===== config.mk =====
export PLATFORM = sky130hd
export DESIGN_NAME = struct_field_arbiter
export DESIGN_NICKNAME = d
export VERILOG_FILES = /design/src/rtl/struct_field_arbiter.sv
export SDC_FILE = /design/constraint.sdc
export NUM_CORES = 1
export LEC_CHECK = 0
export ABC_CLOCK_PERIOD_IN_PS = 5050
export BUFFER_PORTS_ARGS = -buffer_cell sky130_fd_sc_hd__buf_2
export CELL_PAD_IN_SITES_DETAIL_PLACEMENT = 1
export CELL_PAD_IN_SITES_GLOBAL_PLACEMENT = 2
export CORE_ASPECT_RATIO = 0.9
export CORE_MARGIN = 2
export CORE_UTILIZATION = 36
export CTS_BUF_LIST = sky130_fd_sc_hd__clkbuf_4
export DETAILED_ROUTE_END_ITERATION = 6
export PLACE_DENSITY_LB_ADDON = 0.1
export SLEW_MARGIN = 25
export SYNTH_ARGS = -nofsm -noshare
export SYNTH_HDL_FRONTEND = slang
export SYNTH_SLANG_ARGS = --single-unit
export TNS_END_PERCENT = 30

===== constraint.sdc =====
create_clock -name clk -period 5.05 [get_ports clk]
set_input_delay 1.01 -clock clk [delete_from_list [all_inputs] [get_ports clk]]
set_output_delay 1.01 -clock clk [all_outputs]
set_load 0.02 [all_outputs]

===== src/rtl/struct_field_arbiter.sv =====
// Round-robin arbiter that serialises a two-field packed struct from one of two
// requesters onto a narrow channel: field a beat, then field b beat.
module struct_field_arbiter #(
  parameter int unsigned WA = 1,
  parameter int unsigned WB = 2,
  parameter int unsigned CW = 16
) (
  input  logic                                clk,
  input  logic                                rst_n,
  input  logic                                req0_valid,
  input  logic [WA+WB-1:0]                    req0_data,
  output logic                                req0_ready,
  input  logic                                req1_valid,
  input  logic [WA+WB-1:0]                    req1_data,
  output logic                                req1_ready,
  output logic                                out_valid,
  input  logic                                out_ready,
  output logic [((WA > WB) ? WA : WB)-1:0]    out_data,
  output logic                                out_field,
  output logic                                out_src,
  output logic                                out_last,
  output logic [CW-1:0]                       txn_count
);

  localparam int unsigned DW = (WA > WB) ? WA : WB;
  localparam int unsigned SW = WA + WB;

  typedef struct packed {
    logic [WA-1:0] a;
    logic [WB-1:0] b;
  } pair_t;

  typedef enum logic [1:0] {
    IDLE   = 2'd0,
    SEND_A = 2'd1,
    SEND_B = 2'd2
  } state_t;

  state_t          state, state_nxt;
  pair_t           cap_q, cap_nxt;
  logic            prio_q, prio_nxt;
  logic            grant0, grant1;
  logic            out_valid_nxt;
  logic [DW-1:0]   out_data_nxt;
  logic            out_field_nxt;
  logic            out_src_nxt;
  logic            out_last_nxt;
  logic [CW-1:0]   txn_nxt;

  // Ready is a one-cycle accept strobe; held off while reset is asserted.
  assign req0_ready = grant0 & rst_n;
  assign req1_ready = grant1 & rst_n;

  // State, captured struct, priority and output registers.
  always_ff @(posedge clk or negedge rst_n) begin
    if (!rst_n) begin
      state     <= IDLE;
      cap_q     <= '0;
      prio_q    <= 1'b0;
      out_valid <= 1'b0;
      out_data  <= '0;
      out_field <= 1'b0;
      out_src   <= 1'b0;
      out_last  <= 1'b0;
      txn_count <= '0;
    end else begin
      state     <= state_nxt;
      cap_q     <= cap_nxt;
      prio_q    <= prio_nxt;
      out_valid <= out_valid_nxt;
      out_data  <= out_data_nxt;
      out_field <= out_field_nxt;
      out_src   <= out_src_nxt;
      out_last  <= out_last_nxt;
      txn_count <= txn_nxt;
    end
  end

  // Arbitration, next state, and next values of the registered outputs.
  always_comb begin
    state_nxt     = state;
    cap_nxt       = cap_q;
    prio_nxt      = prio_q;
    out_src_nxt   = out_src;
    txn_nxt       = txn_count;
    grant0        = 1'b0;
    grant1        = 1'b0;
    out_valid_nxt = 1'b0;
    out_data_nxt  = '0;
    out_field_nxt = 1'b0;
    out_last_nxt  = 1'b0;

    case (state)
      IDLE: begin
        grant0 = req0_valid & (~req1_valid | ~prio_q);
        grant1 = req1_valid & (~req0_valid | prio_q);
        if (grant0) begin
          cap_nxt     = pair_t'(req0_data);
          out_src_nxt = 1'b0;
          prio_nxt    = 1'b1;
          state_nxt   = SEND_A;
        end else if (grant1) begin
          cap_nxt     = pair_t'(req1_data);
          out_src_nxt = 1'b1;
          prio_nxt    = 1'b0;
          state_nxt   = SEND_A;
        end
      end
      SEND_A: begin
        if (out_ready) state_nxt = SEND_B;
      end
      SEND_B: begin
        if (out_ready) begin
          state_nxt = IDLE;
          txn_nxt   = txn_count + CW'(1);
        end
      end
      default: state_nxt = IDLE;
    endcase

    // Output registers track the state being entered, so a beat is valid the
    // cycle after accept and stays stable while the consumer stalls.
    case (state_nxt)
      SEND_A: begin
        out_valid_nxt = 1'b1;
        out_data_nxt  = DW'(cap_nxt.a);
      end
      SEND_B: begin
        out_valid_nxt = 1'b1;
        out_field_nxt = 1'b1;
        out_last_nxt  = 1'b1;
        out_data_nxt  = DW'(cap_nxt.b);
      end
      default: out_src_nxt = 1'b0;
    endcase
  end

  // Struct width is fixed by the port declarations; keep it named for clarity.
  logic [SW-1:0] unused_sw;
  assign unused_sw = '0;

endmodule


Word level (Yosys, flattened, before mapping)
Index checks and enable logic that the tools add are counted.
{"block": "word_totals", "register_bits": 27, "out_inout_bits": 24, "in_bits": 11}
{"block": "op_classes", "addsub": 1, "reduce_logical": 6, "n_mux": 19, "n_eq_ne": 6, "bitwise": 9}
{"cell": "16-bit by 1-bit adder with 16-bit output, second input constant", "count": 1}
{"cell": "1-bit two-way mux", "count": 10}
{"cell": "3-bit two-way mux", "count": 3}
{"cell": "2-bit two-way mux", "count": 4}
{"cell": "2-bit one-hot mux with 3 select lines", "count": 1}
{"cell": "2-bit AND reduction", "count": 3}
{"cell": "1-bit AND", "count": 4}
{"cell": "2-bit by 1-bit equality test with 1-bit output, second input constant", "count": 2}
{"cell": "2-bit equality test, second input constant", "count": 2}
{"cell": "2-bit one-hot mux with 2 select lines", "count": 1}
{"cell": "3-bit by 1-bit != test with 1-bit output, second input constant", "count": 1}
{"cell": "1-bit NOT", "count": 3}
{"cell": "2-bit zero test", "count": 1}
{"cell": "2-bit by 1-bit != test with 1-bit output, second input constant", "count": 1}
{"cell": "1-bit bitwise OR", "count": 2}
{"cell": "2-bit nonzero test", "count": 1}
{"cell": "2-bit OR reduction", "count": 1}

Depth between registers and ports, before layout
Gate-level depths: netlist (run 1).
{"block": "logic_depth", "word_depth": 10, "mapped_depth": 7, "ltp_nobuf": 7}

Worst setup path after synthesis (run 1)
Ideal clock, no wire load.
{"block": "synth_path", "kind": "input to output", "start": "input port req1_valid", "end": "output port req1_ready", "n_path_buf": 0, "path_slack_ns": 2.395, "required_time_ns": 4.040, "stages": 3, "t_arrival_ns": 1.645, "path_cell_list": "nor3b_2 -> nand2_1 -> nor2_1"}
{"block": "synth_via", "elab_chain_cells": 3}
{"item": "from (decl)", "line": "13", "text": "input logic req1_valid,"}
{"item": "1-bit AND", "line": "96", "text": "grant1 = req1_valid & (~req0_valid | prio_q);"}
{"item": "1-bit two-way mux", "line": "93", "text": "case (state)"}
{"item": "1-bit AND", "line": "52", "text": "assign req1_ready = grant1 & rst_n;"}
{"item": "to (decl)", "line": "15", "text": "output logic req1_ready,"}
No other way between the ends.

Final worst setup path (run 1)
{"block": "layout_path", "start": "input port rst_n", "end": "output port req0_ready"}
{"block": "layout_via", "elab_chain_cells": 1}
{"item": "from (decl)", "line": "9", "text": "input logic rst_n,"}
{"item": "1-bit AND", "line": "51", "text": "assign req0_ready = grant0 & rst_n;"}
{"item": "to (decl)", "line": "12", "text": "output logic req0_ready,"}
No other way between the ends.

==> results of run 1 <==
==> where the power goes <==
group / switching [W] / internal (W) / leakage, nW / total (W)
Clock: 0.0000629 / 0.0000297 / 0.0177 / 0.0000926
Sequential: 0.0000539 / 0.000270 / 0.350 / 0.000324
Combinational: 0.000163 / 0.000106 / 0.465 / 0.000269
==> worst max path at each step <==
stage	depth (start not counted)	end	start
2_1_floorplan	3	req1_ready	req1_valid
3_3_place_gp	4	req0_ready	rst_n
3_5_place_dp	4	req0_ready	rst_n
4_1_cts	4	req0_ready	rst_n
5_1_grt	4	req0_ready	rst_n
6_report	4	req0_ready	rst_n
==> routing by layer <==
metal | wire length [um] | share of wire
met5 | 0 | 0
met4 | 38 | 0.014
met3 | 146 | 0.054
met2 | 1120 | 0.41
met1 | 1410 | 0.52
==> state kept, by name, indices dropped and copies added (netlist names) <==
| signal | flops |
|---|---|
| cap_q | 3 |
| out_data | 2 |
| out_last | 1 |
| out_src | 1 |
| out_valid | 1 |
| prio_q | 1 |
| state | 2 |
| txn_count | 16 |
==> area by class of cell <==
cell class | count | share of cell area
Sequential cell | 27 | 0.439
Clock inverter | 1 | 0.00325
Clock buffer | 3 | 0.0146
Timing Repair Buffer | 34 | 0.110
Multi-Input combinational cell | 77 | 0.378
Tap cell | 44 | 0.0357
Inverter | 8 | 0.0195
==> cells in the final DEF (no fill, tap or decap), types with 2 or more instances in the layout <==
cell | Yosys | layout
sky130_fd_sc_hd__nand4_1 | 2 | 2
sky130_fd_sc_hd__xor2_1 | 5 | 5
sky130_fd_sc_hd__buf_2 | 0 | 34
sky130_fd_sc_hd__ha_1 | 3 | 3
sky130_fd_sc_hd__a21oi_1 | 2 | 2
sky130_fd_sc_hd__nand2_1 | 11 | 11
sky130_fd_sc_hd__dfrtp_1 | 27 | 27
sky130_fd_sc_hd__and3_1 | 2 | 2
sky130_fd_sc_hd__nor3_1 | 2 | 2
sky130_fd_sc_hd__nand3_1 | 5 | 5
sky130_fd_sc_hd__nor2_1 | 10 | 10
sky130_fd_sc_hd__xnor2_1 | 9 | 9
sky130_fd_sc_hd__clkbuf_4 | 0 | 3
sky130_fd_sc_hd__inv_1 | 8 | 8
==> kinds of logic after synthesis <==
kind of cell             after synthesis  share of synthesized area
multiplexers                           1                    0.00870
XOR/XNOR                              15                      0.107
buffers and inverters                  9                     0.0290
AND/OR/NAND/NOR                       47                      0.234
flip-flops                            27                      0.522
adder cells (fa/ha/maj)                3                     0.0290
AO/OA/AOI/OAI                         11                     0.0705
==> worst max-delay path: stages <==
cell and delay, ns:
sky130_fd_sc_hd__buf_2 0.48, sky130_fd_sc_hd__inv_1 0.12, sky130_fd_sc_hd__nor2_1 0.12, sky130_fd_sc_hd__buf_2 0.17
==> through the flow <==
stage,area (um^2),setup slack (ns),instances
2_1_floorplan,1290,2.39,113
3_3_place_gp,1510,2.11,190
3_5_place_dp,1510,2.07,190
4_1_cts,1540,2.07,194
5_1_grt,1540,1.95,194
6_report,1540,2.12,194
==> run metrics, run 1 <==
outcome=finished clean; number of instances resized during post-cts repair=0; Setup TNS Final=0 ns; Synth async-reset ratio=1.00; Post-CTS Setup Inserts=0; Hold Path Stages=1; Max transition margin=0.593; via/cell ratio=4.88; hpwl dp=around 2200 um; total power divided by cell area=roughly 450 nW/um^2; count of vias placed by the detailed router=approximately 950; critical path required time=between 4 and 5 ns; setup slack on the worst flop-to-flop path=between 3 and 4 ns; leakage power of the design=0.832 nW; final weighted congestion in routability-driven placement=a little over 0.7; aggregate global-route resource usage=0.151; fin nets=165; sort of element at the start of the critical path=primary input; Worst Min Path Start=txn_count[15]$_DFFE_PN0P_; clock root cell=sky130_fd_sc_hd__clkbuf_4; most numerous cell in the Yosys netlist=sky130_fd_sc_hd__dfrtp_1; Top Usage Layer GRT=met1; Initial DRC Count=43; hold-critical path endpoint=txn_count[15]$_DFFE_PN0P_; count of antenna-violating nets left after detailed routing=0; maximum ir drop on the vdd rail=0.199 mV; type of element capturing the critical path=primary output; post-synthesis cell area=between 1000 and 1500 um^2; Vert. Die Dim=between 60 and 70 um; sequential share of the synthesized area=0.522; Max H-tree Level=1; clock input transition at the sequential cells of the worst setup and hold paths=between 0.1 and 0.15 ns; count of boundary I/O pins=35; Die Wd=~67 um; register bit total from synthesis=27; most numerous cell types in the synthesized netlist=sky130_fd_sc_hd__dfrtp_1 (27), sky130_fd_sc_hd__nand2_1 (11), sky130_fd_sc_hd__nor2_1 (10); synth unique cells=39; core footprint=3400 um^2; clock sink count=27; Final Max Tran Viols=0; initial antenna violation count=0; FF-to-FF path depth=5; Final Hold Violating Endpoints=0; Area growth syn-to-layout=18.9%; number of synthesis warnings=0; overflow left after global routing=0; shortest clock period the worst path allows after layout=2.93 ns; number of buffers inserted during clock tree synthesis=3; unrepaired setup endpoints after global routing=no; net count after synthesis=about 130; portion of synthesized cell area occupied by the leading cell type=0.522; area enclosed by the die boundary=between 4000 and 5000 um^2; CTS Hold Bufs=0; drt first pass iters=4; number of enable flip-flop cells after synthesis=0; leading area contributor after synthesis=sky130_fd_sc_hd__dfrtp_1; Storage cell area=slightly below 700 um^2; measured slew at the worst slew-check pin=0.610 ns; critical path start-end classification=primary input to primary output; antenna cells=0; worst hold slack=0.476 ns; R2R Path Start=state[0]$_DFF_PN0_; clock tree from TritonCTS=built; first-pass GRT wire length=about 4600 um; count of buffers from port buffering=34; cell types occupying the most area after synthesis=sky130_fd_sc_hd__dfrtp_1 (52%), sky130_fd_sc_hd__xnor2_1 (6.1%), sky130_fd_sc_hd__xor2_1 (3.4%); number of remaining DRC errors=0; capturing point of the worst reg2reg path=out_data[0]$_DFF_PN0_; Setup Skew=0.00243 ns; path type of the worst min-delay path=flop to flop; layout cell share with drive strength beyond 1=0.360; met2 usage in global routing=0.215; largest net degree at the start of global routing=29; Bufs on Longest Clock Path=2; Core Util, Final=0.453; final total power=approximately 0.00069 W; signal arrival time at the worst endpoint=1.92 ns; number of instances in the synthesized netlist=around 110; most instantiated flip-flop cell in the synthesis netlist=sky130_fd_sc_hd__dfrtp_1; ratio of final minimum period to clock period=0.580; grt met1 use=0.225; wire length per cell=roughly 14 um; area of combinational cells with multiple inputs=between 500 and 600 um^2; Max Fclk=approximately 340 MHz; wire length reported by the detailed router=between 2000 and 3000 um; number of global-route vias before repair=approximately 950; clock latency of the later-clocked register in the worst-skew pair=0.32 ns; max-cap violations=0; post-synthesis average cell area=between 10 and 15 um^2; Critical Path Fanout Max=28; number of cell rows=20; GR Util met3=0.0241; final-layout fill cell count=about 400; initial core utilization=0.381; setup violators final=0
Power figures use the tool's default switching activity.
==> run 2, diff against run 1 <==
- ABC_CLOCK_PERIOD_IN_PS: 5050 -> 2800
- CORE_UTILIZATION: 36 -> 34
- clock period: 5.05 -> 2.8 ns (I/O delays scaled with it)
==> run metrics, run 2 (synthesis gave the netlist of run 1 again) <==
setup violators final=0; clock sink count=27; max-cap violations=0; Switch Pwr=a little over 0.0005 W; Initial DRC Count=45; count of buffers from port buffering=34; cells along the critical path=nor2_1, nand3_2, nor2_1, buf_2; sum of buffers and inverters on the critical path=1; Post-CTS Setup Inserts=0; ratio of final minimum period to clock period=0.784; sort of element at the start of the critical path=flop; pre-CTS setup slack=slightly above 0.7 ns; drt first pass iters=4; Setup TNS Final=0 ns; wire length per cell=14.3 um; top library cells by usage in the layout, fill and taps aside=sky130_fd_sc_hd__buf_2 (34), sky130_fd_sc_hd__dfrtp_1 (27), sky130_fd_sc_hd__nand2_1 (11), sky130_fd_sc_hd__nor2_1 (10), sky130_fd_sc_hd__xnor2_1 (9); number of cell rows=21; FF-to-FF path depth=5; count of boundary I/O pins=35; layout cell share with drive strength beyond 1=0.368; top layer in use=met4; Final Hold Violating Endpoints=0; most common cell type on the critical path=sky130_fd_sc_hd__nor2_1; initial core utilization=0.352; Max Fclk=around 460 MHz; number of global-route vias before repair=between 1,000 and 1,500; capturing point of the worst reg2reg path=out_data[0]$_DFF_PN0_; Reg with most FFs=txn_count; type of element capturing the critical path=primary output; count of antenna-violating nets left after detailed routing=0; wire length on met3=between 100 and 150 um; fraction of power consumed by combinational cells=0.392; final-layout fill cell count=roughly 430; Final Max Tran Viols=0; R2R Path Start=state[0]$_DFF_PN0_; core footprint=between 3000 and 4000 um^2; measured slew at the worst slew-check pin=approximately 0.35 ns; critical path start-end classification=flop to primary output; number of buffers inserted during clock tree synthesis=3; DR WL met2=approximately 1300 um; maximum ir drop on the vdd rail=0.361 mV; wire length reported by the detailed router=about 2800 um; Bufs on Longest Clock Path=2; final weighted congestion in routability-driven placement=approximately 0.71; initial antenna violation count=0; wl on met1=roughly 1400 um; area enclosed by the die boundary=between 4000 and 5000 um^2; clock latency of the later-clocked register in the worst-skew pair=around 0.34 ns; hpwl dp=2190 um; total power divided by cell area=approximately 800 nW/um^2; antenna cells=0; commonest non-fill, non-tap cell in the layout=sky130_fd_sc_hd__buf_2; first-pass GRT wire length=between 4000 and 5000 um; portion of total power attributed to the clock network=0.141; Area growth syn-to-layout=20.5%; max FFs per register=16; largest net degree at the start of global routing=28; Slowest cell on crit path=sky130_fd_sc_hd__dfrtp_1; aggregate global-route resource usage=0.144; clock input transition at the sequential cells of the worst setup and hold paths=0.16 ns; Max H-tree Level=1; clock tree from TritonCTS=built; worst setup slack after layout=0.604 ns; critical path required time=approximately 2.2 ns; register share of total power=0.467; overflow left after global routing=0; Setup Skew=roughly 0.02 ns; via/cell ratio=just under 5; outcome=finished clean; Internal Power=approximately 0.00074 W; count of vias placed by the detailed router=around 960; CTS Hold Bufs=0; unrepaired setup endpoints after global routing=no; signal arrival time at the worst endpoint=roughly 1.6 ns; Max transition margin=0.768; path type of the worst min-delay path=primary input to async pin; Critical Path Fanout Max=8; clock root cell=sky130_fd_sc_hd__clkbuf_4; leakage power of the design=between 0.8 and 0.9 nW; number of instances resized during post-cts repair=0; net switching share of the total power=0.411; fin nets=between 150 and 200; shortest clock period the worst path allows after layout=~2.2 ns; WP depth=4; worst hold slack=about 0.22 ns; Top Family by Delay on Critical Path=simple AND/OR/NAND/NOR gates; Vert. Die Dim=around 63 um; registers with the highest flip-flop counts=txn_count x16, cap_q x3; setup slack on the worst flop-to-flop path=slightly above 0.9 ns; delay of the slowest critical-path stage=around 0.52 ns; number of remaining DRC errors=0; Die Wd=roughly 69 um
## run 2: changes by cell type in the layout (fill, tap and decap cells not counted), sizes merged
cell      before  now
clkinvlp       0    1
clkinv         1    0
buf           34   36
## run 2: metrics by stage
stage	instance area [um^2]	instances	power [W]	utilization
2_1_floorplan	1290	113	0.000926	-
4_1_cts	1560	198	0.00128	0.424
6_report	1560	198	0.00125	0.424
3_5_place_dp	1530	194	0.00109	0.416
3_3_place_gp	1530	194	0.00107	0.416
5_1_grt	1560	198	0.00137	0.424
## run 2: layer usage
metal  vias up  GRT usage
met3         2     0.0419
met2        23      0.219
li1        468          -
met5         -          0
met4         0     0.0221
met1       466      0.208
## run 2: how the worst max path moves through the flow
| stage | start | to | slack (ns) |
|---|---|---|---|
| floorplan | out_ready | out_data[0]$_DFF_PN0_ | 0.96 |
| global placement | out_ready | out_data[0]$_DFF_PN0_ | 0.75 |
| detailed placement | out_ready | out_data[0]$_DFF_PN0_ | 0.72 |
| CTS | state[1]$_DFF_PN0_ | req0_ready | 0.58 |
| global route | state[0]$_DFF_PN0_ | req0_ready | 0.46 |
| finish | state[1]$_DFF_PN0_ | req0_ready | 0.60 |
## run 2: layout make-up
class	instances	area (um^2)	share of cell area
well taps	46	57.6	0.0369
clock inverters	1	7.51	0.00481
repair buffers	36	185	0.119
clock buffers	3	22.5	0.0144
multi-input cells	77	582	0.373
inverters	8	30.0	0.0192
flip-flops and latches	27	676	0.433
## run 2: power by group through the flow
| stage | sequential [W] | combinational (W) | clock [W] |
|---|---|---|---|
| floorplan | 0.000639 | 0.000286 | 0 |
| global placement | 0.000587 | 0.000487 | 0 |
| detailed placement | 0.000592 | 0.000502 | 0 |
| CTS | 0.000587 | 0.000504 | 0.000190 |
| global route | 0.000605 | 0.000558 | 0.000206 |
| finish | 0.000585 | 0.000492 | 0.000177 |
